--- src/rtl/alu_issue_stage.sv ---
// RV64I decode/issue stage: decodes one instruction per cycle into ALU op/operands
// and holds the result in a single registered valid/ready slot feeding EX.
module alu_issue_stage #(
  parameter int XLEN    = 64,
  parameter int SHAMT_W = 6
) (
  input  logic            clk,
  input  logic            rst_n,
  input  logic            flush,
  input  logic            in_valid,
  output logic            in_ready,
  input  logic [31:0]     instr,
  input  logic [XLEN-1:0] pc,
  input  logic [XLEN-1:0] rs1_data,
  input  logic [XLEN-1:0] rs2_data,
  output logic            out_valid,
  input  logic            out_ready,
  output logic [XLEN-1:0] alu_op1,
  output logic [XLEN-1:0] alu_op2,
  output logic [2:0]      alu_operand,
  output logic [4:0]      rd,
  output logic            reg_write,
  output logic            is_branch,
  output logic [2:0]      br_funct3,
  output logic            illegal,
  output logic [15:0]     illegal_cnt
);

  typedef enum logic [2:0] {
    OP_ADD = 3'b000,
    OP_SUB = 3'b001,
    OP_AND = 3'b010,
    OP_OR  = 3'b011,
    OP_XOR = 3'b100,
    OP_SLL = 3'b101,
    OP_SRL = 3'b110
  } alu_op_e;

  typedef struct packed {
    logic [XLEN-1:0] op1;
    logic [XLEN-1:0] op2;
    alu_op_e         operand;
    logic [4:0]      rd;
    logic            reg_write;
    logic            is_branch;
    logic [2:0]      br_funct3;
    logic            illegal;
  } slot_t;

  localparam logic [6:0] OPC_OP     = 7'b0110011;
  localparam logic [6:0] OPC_OPIMM  = 7'b0010011;
  localparam logic [6:0] OPC_LUI    = 7'b0110111;
  localparam logic [6:0] OPC_AUIPC  = 7'b0010111;
  localparam logic [6:0] OPC_LOAD   = 7'b0000011;
  localparam logic [6:0] OPC_STORE  = 7'b0100011;
  localparam logic [6:0] OPC_BRANCH = 7'b1100011;

  localparam logic [XLEN-1:0] SHAMT_MASK = {{(XLEN-SHAMT_W){1'b0}}, {SHAMT_W{1'b1}}};

  logic [6:0]      opcode;
  logic [2:0]      funct3;
  logic [6:0]      funct7;
  logic [XLEN-1:0] imm_i, imm_s, imm_u;

  assign opcode = instr[6:0];
  assign funct3 = instr[14:12];
  assign funct7 = instr[31:25];
  assign imm_i  = {{(XLEN-12){instr[31]}}, instr[31:20]};
  assign imm_s  = {{(XLEN-12){instr[31]}}, instr[31:25], instr[11:7]};
  assign imm_u  = {{(XLEN-32){instr[31]}}, instr[31:12], 12'b0};

  logic    f3_ok, f3_shift;
  alu_op_e f3_op;
  slot_t   dec;

  // NOTE: every always_comb output gets a default first so no path can infer a latch.
  always_comb begin
    f3_ok    = 1'b1;
    f3_op    = OP_ADD;
    f3_shift = 1'b0;
    unique case (funct3)
      3'b000:  f3_op = OP_ADD;
      3'b111:  f3_op = OP_AND;
      3'b110:  f3_op = OP_OR;
      3'b100:  f3_op = OP_XOR;
      3'b001:  begin f3_op = OP_SLL; f3_shift = 1'b1; end
      3'b101:  begin f3_op = OP_SRL; f3_shift = 1'b1; end
      default: f3_ok = 1'b0;  // slt/sltu and their immediate forms
    endcase
  end

  always_comb begin
    dec           = '0;
    dec.rd        = instr[11:7];
    dec.illegal   = 1'b1;
    unique case (opcode)
      OPC_OP: begin
        dec.op1       = rs1_data;
        dec.op2       = f3_shift ? (rs2_data & SHAMT_MASK) : rs2_data;
        dec.reg_write = 1'b1;
        if (funct7 == 7'h00) begin
          dec.operand = f3_op;
          dec.illegal = !f3_ok;
        end else if (funct7 == 7'h20 && funct3 == 3'b000) begin
          dec.operand = OP_SUB;
          dec.illegal = 1'b0;
        end
      end
      OPC_OPIMM: begin
        dec.op1       = rs1_data;
        dec.op2       = f3_shift ? (imm_i & SHAMT_MASK) : imm_i;
        dec.operand   = f3_op;
        dec.reg_write = 1'b1;
        dec.illegal   = !f3_ok || (f3_shift && instr[31:26] != 6'b0);
      end
      OPC_LUI: begin
        dec.op2       = imm_u;
        dec.reg_write = 1'b1;
        dec.illegal   = 1'b0;
      end
      OPC_AUIPC: begin
        dec.op1       = pc;
        dec.op2       = imm_u;
        dec.reg_write = 1'b1;
        dec.illegal   = 1'b0;
      end
      OPC_LOAD: begin
        dec.op1       = rs1_data;
        dec.op2       = imm_i;
        dec.reg_write = 1'b1;
        dec.illegal   = (funct3 == 3'b111);
      end
      OPC_STORE: begin
        dec.op1     = rs1_data;
        dec.op2     = imm_s;
        dec.illegal = funct3[2];
      end
      OPC_BRANCH: begin
        dec.op1       = rs1_data;
        dec.op2       = rs2_data;
        dec.operand   = OP_SUB;
        dec.is_branch = 1'b1;
        dec.br_funct3 = funct3;
        // Only eq/ne/lt/ge are resolvable from the zero/sign of a subtract.
        dec.illegal   = !(funct3 inside {3'b000, 3'b001, 3'b100, 3'b101});
      end
      default: ;
    endcase
    if (dec.illegal) begin
      dec.op1       = '0;
      dec.op2       = '0;
      dec.operand   = OP_ADD;
      dec.reg_write = 1'b0;
      dec.is_branch = 1'b0;
      dec.br_funct3 = 3'b000;
    end
  end

  logic        valid_q, valid_d;
  slot_t       slot_q, slot_d;
  logic [15:0] cnt_q, cnt_d;
  logic        load;

  assign in_ready = !valid_q || out_ready;
  assign load     = in_valid && in_ready && !flush;

  always_comb begin
    valid_d = valid_q;
    slot_d  = slot_q;
    cnt_d   = cnt_q;
    if (flush) begin
      valid_d = 1'b0;
    end else if (load) begin
      valid_d = 1'b1;
      slot_d  = dec;
      if (dec.illegal && cnt_q != 16'hFFFF) cnt_d = cnt_q + 16'd1;
    end else if (out_ready) begin
      valid_d = 1'b0;
    end
  end

  // NOTE: state updates use non-blocking assignments; the data slot is reset too
  // because its outputs are visible to EX and must read zero after reset.
  always_ff @(posedge clk or negedge rst_n) begin
    if (!rst_n) begin
      valid_q <= 1'b0;
      slot_q  <= '0;
      cnt_q   <= '0;
    end else begin
      valid_q <= valid_d;
      slot_q  <= slot_d;
      cnt_q   <= cnt_d;
    end
  end

  assign out_valid   = valid_q;
  assign alu_op1     = slot_q.op1;
  assign alu_op2     = slot_q.op2;
  assign alu_operand = slot_q.operand;
  assign rd          = slot_q.rd;
  assign reg_write   = slot_q.reg_write;
  assign is_branch   = slot_q.is_branch;
  assign br_funct3   = slot_q.br_funct3;
  assign illegal     = slot_q.illegal;
  assign illegal_cnt = cnt_q;

endmodule

--- config.mk ---
export PLATFORM = sky130hd
export DESIGN_NAME = alu_issue_stage
export DESIGN_NICKNAME = d
export VERILOG_FILES = /design/src/rtl/alu_issue_stage.sv
export SDC_FILE = /design/constraint.sdc
export NUM_CORES = 1
export LEC_CHECK = 0
export CAP_MARGIN = 20
export CORE_AREA = 2 2 151 153
export CTS_CLUSTER_DIAMETER = 150
export DETAILED_ROUTE_END_ITERATION = 8
export DIE_AREA = 0 0 153 155
export HOLD_SLACK_MARGIN = 0.15
export PLACE_DENSITY_LB_ADDON = 0.1
export REMOVE_ABC_BUFFERS = 1
export SLEW_MARGIN = 20
export SYNTH_ARGS = -nofsm -noshare
export SYNTH_HDL_FRONTEND = slang
export SYNTH_SLANG_ARGS = --single-unit
--- constraint.sdc ---
create_clock -name clk -period 2.25 [get_ports clk]
set_input_delay 0.45 -clock clk [delete_from_list [all_inputs] [get_ports clk]]
set_output_delay 0.45 -clock clk [all_outputs]
set_load 0.05 [all_outputs]
==> results of run 1 <==
## worst max path at each step
stage,start,cells after the start,slack [ns],end
2_1_floorplan,instr[2],6,-3.31,alu_operand[1]
3_3_place_gp,instr[2],9,-0.59,illegal_cnt[9]
3_5_place_dp,instr[2],9,-0.61,illegal_cnt[9]
4_1_cts,instr[2],10,-0.04,illegal_cnt[9]
5_1_grt,illegal_cnt[8],1,0.005,illegal_cnt[8]
6_report,illegal_cnt[8],1,0.06,illegal_cnt[8]
## placed cells by master, fill, tap and decap left out, drive strengths merged, types with 2 or more instances in the layout
| cell | n |
|---|---|
| nor2 | 13 |
| a21oi | 38 |
| dfrtp | 159 |
| nor4 | 7 |
| nand3 | 4 |
| nor3b | 3 |
| dlymetal6s2s | 16 |
| mux2 | 3 |
| o21ai | 137 |
| a221oi | 19 |
| a22oi | 74 |
| nand2 | 162 |
| o31ai | 2 |
| buf | 82 |
| a31oi | 2 |
| nor2b | 7 |
| bufinv | 3 |
| and3 | 7 |
| and2 | 3 |
| diode | 2 |
| nor3 | 12 |
| nor4b | 2 |
| nand3b | 3 |
| clkbuf | 19 |
| a32o | 3 |
| nand4 | 5 |
| inv | 16 |
| clkdlybuf4s50 | 367 |
| a22o | 2 |
| or2 | 2 |
| xor2 | 13 |
| dlygate4sd2 | 2 |
| nand2b | 4 |
## metrics by stage
stage / instances / setup WS [ns]
floorplan: 705 / -3.31
global route: 1494 / 0.00507
CTS: 1490 / -0.0363
finish: 1494 / 0.0573
detailed placement: 1455 / -0.605
global placement: 1455 / -0.591
## final cells by class
| class | count | area, um^2 | share of cell area [%] |
|---|---|---|---|
| repair buffers | 470 | 4760 | 36.7 |
| flip-flops and latches | 159 | 3980 | 30.7 |
| multi-input cells | 539 | 3210 | 24.8 |
| clock buffers | 18 | 439 | 3.39 |
| well taps | 285 | 357 | 2.75 |
| clock inverters | 14 | 189 | 1.46 |
| inverters | 7 | 26.3 | 0.203 |
| diodes | 2 | 5.00 | 0.0386 |
## metal layers
metal / wire length (um) / GRT usage [%] / vias to the layer above
li1: - / - / 3615
met1: 11100 / 27.6 / 3612
met2: 14400 / 41.3 / 308
met3: 2250 / 7.60 / 37
met4: 656 / 8.51 / 0
met5: 0 / 0 / -
## report_power, final
part	switching, mW	leakage (nW)	internal (mW)	total (mW)
Combinational	0.636	2.84	0.645	1.28
Clock	1.32	0.308	1.82	3.14
Sequential	0.0825	2.20	2.92	3.01
## sequential cells by signal, summed over array words and instances (netlist names)
name,cells
illegal,1
is_branch,1
rd,5
out_valid,1
alu_operand,3
illegal_cnt,16
alu_op1,64
br_funct3,3
alu_op2,64
reg_write,1
## cell families after synthesis
logic type                 Yosys count  share of synthesized area, %
buffers and inverters               75                          4.29
muxes                                3                         0.463
adders and majority gates            1                         0.172
DFF                                159                          54.6
xor gates and xnor gates            14                          1.68
AOI/OAI and AO/OA                  283                          23.7
and+or+nand+nor                    238                          15.1
## timing repair
item                       CTS  global route
pin swaps                    5            13
resized for setup           33            57
hold buffers                 1             0
cloned                       1             0
hold endpoints to repair    44             0
setup endpoints to repair  148           153
setup buffers                1             2
==> out/metrics.csv, run 1 <==
stage;metric;value;unit
power_and_ir_drop;power.density;573;mW/mm^2
setup_path;critPathBufInv;1;
global_routing;gr-total-overflow;0;
layout;fin_util;58.3;%
global_routing;grt_pass1_wl;43700;um
logic_synthesis;synth_area_leader_cell;dfrtp_1;
setup_path;r2r-end;illegal_cnt[1];
floorplanning;initial_utilization;32.8;%
floorplanning;num_rows;55;
layout;fin_nets;1424;
setup_path;r2r_cells;7;
logic_synthesis;synth.distinct_cells;48;
logic_synthesis;ys_async_sr_fraction;100;%
clock_network;cts-buffers-inserted;17;
logic_synthesis;synth_common_cells;nand2_1 (161), dfrtp_1 (159), o21ai_0 (137);
route;wl;28400;um
layout;fillerInstances;1988;
worst_hold_path;hp-class;flip-flop to flip-flop;
logic_synthesis;syn_area;0.00729;mm^2
placed_design;gp_congestion;0.878;
logic_synthesis;synth.avg_cell_area;9.43;um^2
power_and_ir_drop;total_power;7.43;mW
timing;relSlewSlack;50.8;%
power_and_ir_drop;leakage;5.35;nW
timing;grt_setup_unrepaired;false;
global_routing;grt_pass1_vias;7642;
route;vias;7572;
setup_path;cp_data_arrival_time;1.74;ns
global_routing;gr-usage-all-layers;23.7;%
route;wl_per_cell;19.0;um
timing;final_max_slew_viol_count;0;
floorplanning;core_area;0.0222;mm^2
clock_network;cts_tree;yes;
clock_network;htree_levels;4;
logic_synthesis;yosys_warnings;0;
route;drcViolationCount;0;
placed_design;hpwl;20800;um
timing;finalSetupViolCount;0;
setup_path;end_kind;output pin;
logic_synthesis;synth_cells;773;
clock_network;cts_sinks;159;
logic_synthesis;synth_edf_count;0;
logic_synthesis;seq_area_frac_synth;54.6;%
global_routing;antenna_found_initial;2;
layout;fin_area;0.0130;mm^2
setup_path;critPathMaxFanout;6;
worst_hold_path;hold_end;rd[0];
setup_path;slowest_delay;0.85;ns
placed_design;place_area;0.0120;mm^2
route;drtIter0Drc;408;
clock_network;path_clk_slew;0.08;ns
logic_synthesis;yosys_most_used_dff;dfrtp_1;
logic_synthesis;ys_seq_elements;159;
timing;hold_violations;0;
setup_path;worstSetupPathType;flip-flop to output pin;
logic_synthesis;synth_top_area_share;54.6;%
job;max_cap_viol_count;0;
timing;fin_hold_ws;0.474;ns
floorplanning;die_h;155;um
power_and_ir_drop;max-vdd-ir-drop;0.402;mV
layout;layout-drive-gt1-share;12.5;%
outcome;outcome;finished, final reports clean;
setup_path;r2r_start;illegal_cnt[0];
clock_network;clk_root_buffer_cell;clkbuf_16;
floorplanning;die_w;153;um
timing;min_period;2.19;ns
clock_network;cts_max_path_buffers;2;
setup_path;critPathSlowestCell;clkdlybuf4s50_1;
floorplanning;dieArea;0.0237;mm^2
setup_path;start_kind;flip-flop;
layout;area_growth;77.9;%
route;vias_per_cell;5.07;
timing;finClkSkew;0.0109;ns
clock_network;clkLatencyLatePin;0.42;ns
timing;fmax;456;MHz
global_routing;grt_max_degree;65;
setup_path;crit_family;buffers and inverters;
worst_hold_path;hold_depth;2;
logic_synthesis;yosys-top-cells-area;dfrtp_1 (55%), o21ai_0 (9.4%), nand2_1 (8.3%), a22oi_1 (7.6%), clkbuf_1 (2.7%);
setup_path;reg2reg_setup_slack;0.21;ns
route;drtAntennaViolNets;0;
setup_path;critPathRequiredTime;1.80;ns
placed_design;numPortBuffers;388;
logic_synthesis;post-synth-top-count-cell;nand2_1;
timing;post-route-period-util;97.5;%
setup_path;path_cells;clkdlybuf4s50_1;
timing;tns;0;ns
route;first_pass_iters;5;
timing;worst_pin_slew;0.738;ns
floorplanning;top_level_ports;389;
worst_hold_path;holdCritStartpoint;rd[0];
Power figures use the tool's default switching activity.
==> run 2, diff against run 1 <==
--- a/config.mk
+++ b/config.mk
@@ -13,6 +13,7 @@
 export HOLD_SLACK_MARGIN = 0.15
 export PLACE_DENSITY_LB_ADDON = 0.1
 export REMOVE_ABC_BUFFERS = 1
+export SKIP_LAST_GASP = 1
 export SLEW_MARGIN = 20
 export SYNTH_ARGS = -nofsm -noshare
 export SYNTH_HDL_FRONTEND = slang
==> constraint.sdc (replaced) <==
create_clock -name clk -period 2.25 [get_ports clk]
set_input_delay 0.45 -clock clk [delete_from_list [all_inputs] [get_ports clk]]
set_output_delay 0.45 -clock clk [all_outputs]
set_load 0.005 [all_outputs]
==> out/metrics.csv, run 2 (synthesized netlist as in run 1, its figures left out) <==
stage;metric;value;unit;change
route;drcViolationCount;0;;unchanged
timing;post-route-period-util;96.9;%;-0.51 points
clock_network;cts_sinks;159;;unchanged
route;drtIter0Drc;398;;-2.5%
floorplanning;top_level_ports;389;;unchanged
timing;finClkSkew;0.0137;ns;+0.00283 ns
setup_path;critPathRequiredTime;2.54;ns;+0.74 ns
layout;fin_util;58.5;%;+0.18 points
clock_network;cts_max_path_buffers;2;;unchanged
global_routing;gr-total-overflow;0;;unchanged
clock_network;cts-buffers-inserted;17;;unchanged
timing;worst_pin_slew;0.716;ns;-0.0218 ns
placed_design;hpwl;20900;um;+0.36%
clock_network;cts_tree;yes;;
timing;fmax;458;MHz;+0.53%
route;drtAntennaViolNets;0;;unchanged
route;first_pass_iters;6;;+1
route;wl_per_cell;18.9;um;-0.44%
route;vias_per_cell;5.06;;about the same
power_and_ir_drop;p_sw_share;26.2;%;-1.3 points
clock_network;clk_root_buffer_cell;clkbuf_16;;
timing;finalSetupViolCount;0;;unchanged
floorplanning;initial_utilization;32.8;%;unchanged
layout;layout-drive-gt1-share;13.2;%;+0.72 points
setup_path;cp_data_arrival_time;2.47;ns;+0.73 ns
power_and_ir_drop;leakage;5.29;nW;-1.1%
floorplanning;die_h;155;um;unchanged
power_and_ir_drop;switching_power;1.80;mW;-12%
route;wl;28600;um;+0.63%
clock_network;htree_levels;4;;unchanged
power_and_ir_drop;power_frac_clock;41.1;%;-1.2 points
setup_path;end_kind;flip-flop;;
power_and_ir_drop;p_int;5.08;mW;-5.8%
setup_path;critPathSlowestCell;nor4_4;;
timing;final_max_slew_viol_count;0;;unchanged
timing;hold_violations;0;;unchanged
floorplanning;core_area;0.0222;mm^2;unchanged
setup_path;critPathMaxFanout;8;;+2
worst_hold_path;hp-class;flip-flop to flip-flop;;
outcome;outcome;finished, final reports clean;;
layout;fin_nets;1441;;+1.2%
power_and_ir_drop;p_seq_share;43.7;%;+3.2 points
timing;min_period;2.18;ns;-0.0115 ns
setup_path;crit_start;instr[14];;
global_routing;grt_max_degree;75;;+15%
setup_path;slowest_delay;0.32;ns;-0.53 ns
setup_path;start_kind;input pin;;
job;max_cap_viol_count;0;;unchanged
placed_design;place_ws;-0.674;ns;-0.0688 ns
layout;final_common_cell;clkdlybuf4s50_1;;
floorplanning;dieArea;0.0237;mm^2;unchanged
global_routing;grt_pass1_wl;44300;um;+1.3%
global_routing;antenna_found_initial;1;;-1
placed_design;numPortBuffers;388;;unchanged
global_routing;grt_pass1_vias;7898;;+3.3%
setup_path;worstSetupPathType;input pin to flip-flop;;
setup_path;r2r_start;illegal_cnt[0];;
floorplanning;die_w;153;um;unchanged
power_and_ir_drop;max-vdd-ir-drop;0.426;mV;+6.1%
floorplanning;num_rows;55;;unchanged
global_routing;gr-usage-all-layers;23.9;%;+0.12 points
placed_design;gp_congestion;0.866;;-1.4%
clock_network;path_clk_slew;0.06;ns;-0.02 ns
worst_hold_path;holdCritStartpoint;rd[3];;
route;vias;7647;;+0.99%
timing;worst_slack;0.0689;ns;+0.0115 ns
power_and_ir_drop;power.density;529;mW/mm^2;-7.6%
setup_path;path_cells;dlygate4sd2_1 -> buf_6 -> mux2_2 -> a21oi_4 -> o32ai_4 -> nor4_4 -> buf_4 -> bufbuf_16 -> nor3_1 -> xor2_1;;
layout;area_growth;78.4;%;
timing;relSlewSlack;52.2;%;+1.5 points
clock_network;clkLatencyLatePin;0.42;ns;about the same
layout;layout_common_cells;clkdlybuf4s50_1 (371), nand2_1 (161), dfrtp_1 (159);;
power_and_ir_drop;comb_power_share;15.2;%;-2.0 points
## run 2: cell types whose count changed in the layout (fill, tap and decap cells not counted), moves of 5 or more
cell            before  now
o21ai_1             32   61
buf_4               62   75
dlymetal6s2s_1      16    4
o21ai_0            103   75
nor3_2               6    1
clkbuf_2             1    6
## run 2: timing repair
action | CTS | global route
resized for setup | 86 | 34
gates cloned | 3 | 0
hold buffers | 1 | 0
pin swaps | 9 | 12
setup buffers | 8 | 1
endpoints found under the hold margin | 44 | 0
endpoints found under the setup margin | 150 | 151
## run 2: final cells by class
type	instances	area (um^2)
Inverter	7	26.3
Clock inverter	13	125
Tap cell	285	357
Fill cell	1992	9220
Clock buffer	19	453
Sequential cell	159	3980
Timing Repair Buffer	487	4880
Antenna cell	1	2.50
Multi-Input combinational cell	539	3190
## run 2: worst max-delay path, delay by kind of cell
family / cells / cell delay [ns]
muxes: 1 / 0.29
and+or+nand+nor: 2 / 0.38
AOI/OAI and AO/OA: 2 / 0.28
buffers and inverters: 4 / 0.92
xor gates and xnor gates: 1 / 0.16
## run 2: worst paths after layout
kind / endpoint / slack (ns) / depth (start not counted)
worst max register to register: illegal_cnt[1] / 0.20 / 7
max in group asynchronous: alu_op2[31] / 1.04 / 3
worst max-delay path: illegal_cnt[13] / 0.07 / 10
min in group asynchronous: alu_op2[41] / 0.55 / 2
worst min-delay path: rd[3] / 0.47 / 2
worst min register to register: rd[3] / 0.47 / 2
## run 2: power by group through the flow
stage	Clock [mW]	Combinational [mW]	Sequential, mW
finish	2.83	1.05	3.00
global route	3.01	1.13	3.01
CTS	2.89	1.05	3.01
detailed placement	0	1.01	3.06
global placement	0	1.01	3.06
floorplan	0	0.201	3.05
## run 2: per-layer routing
metal | part of all wire, % | track usage, % | wire length (um)
met5 | 0 | 0 | 0
met4 | 3.5 | 9.48 | 989
met3 | 7.1 | 7.02 | 2030
met2 | 50 | 41.5 | 14200
met1 | 40 | 27.8 | 11300
## run 2: per-stage QoR
step / setup TNS, ns / total power [mW] / instances / hold slack [ns] / instance area, um^2
after CTS: -0.110 / 6.95 / 1508 / 0.478 / 13000
after floorplan: -483.08 / 3.25 / 705 / 0.154 / 7000
after detailed placement: -83.37 / 4.08 / 1465 / 0.439 / 12100
after global placement: -74.74 / 4.07 / 1465 / 0.437 / 12100
after global routing: -0.0405 / 7.15 / 1510 / 0.498 / 13000
final: 0 / 6.88 / 1510 / 0.473 / 13000
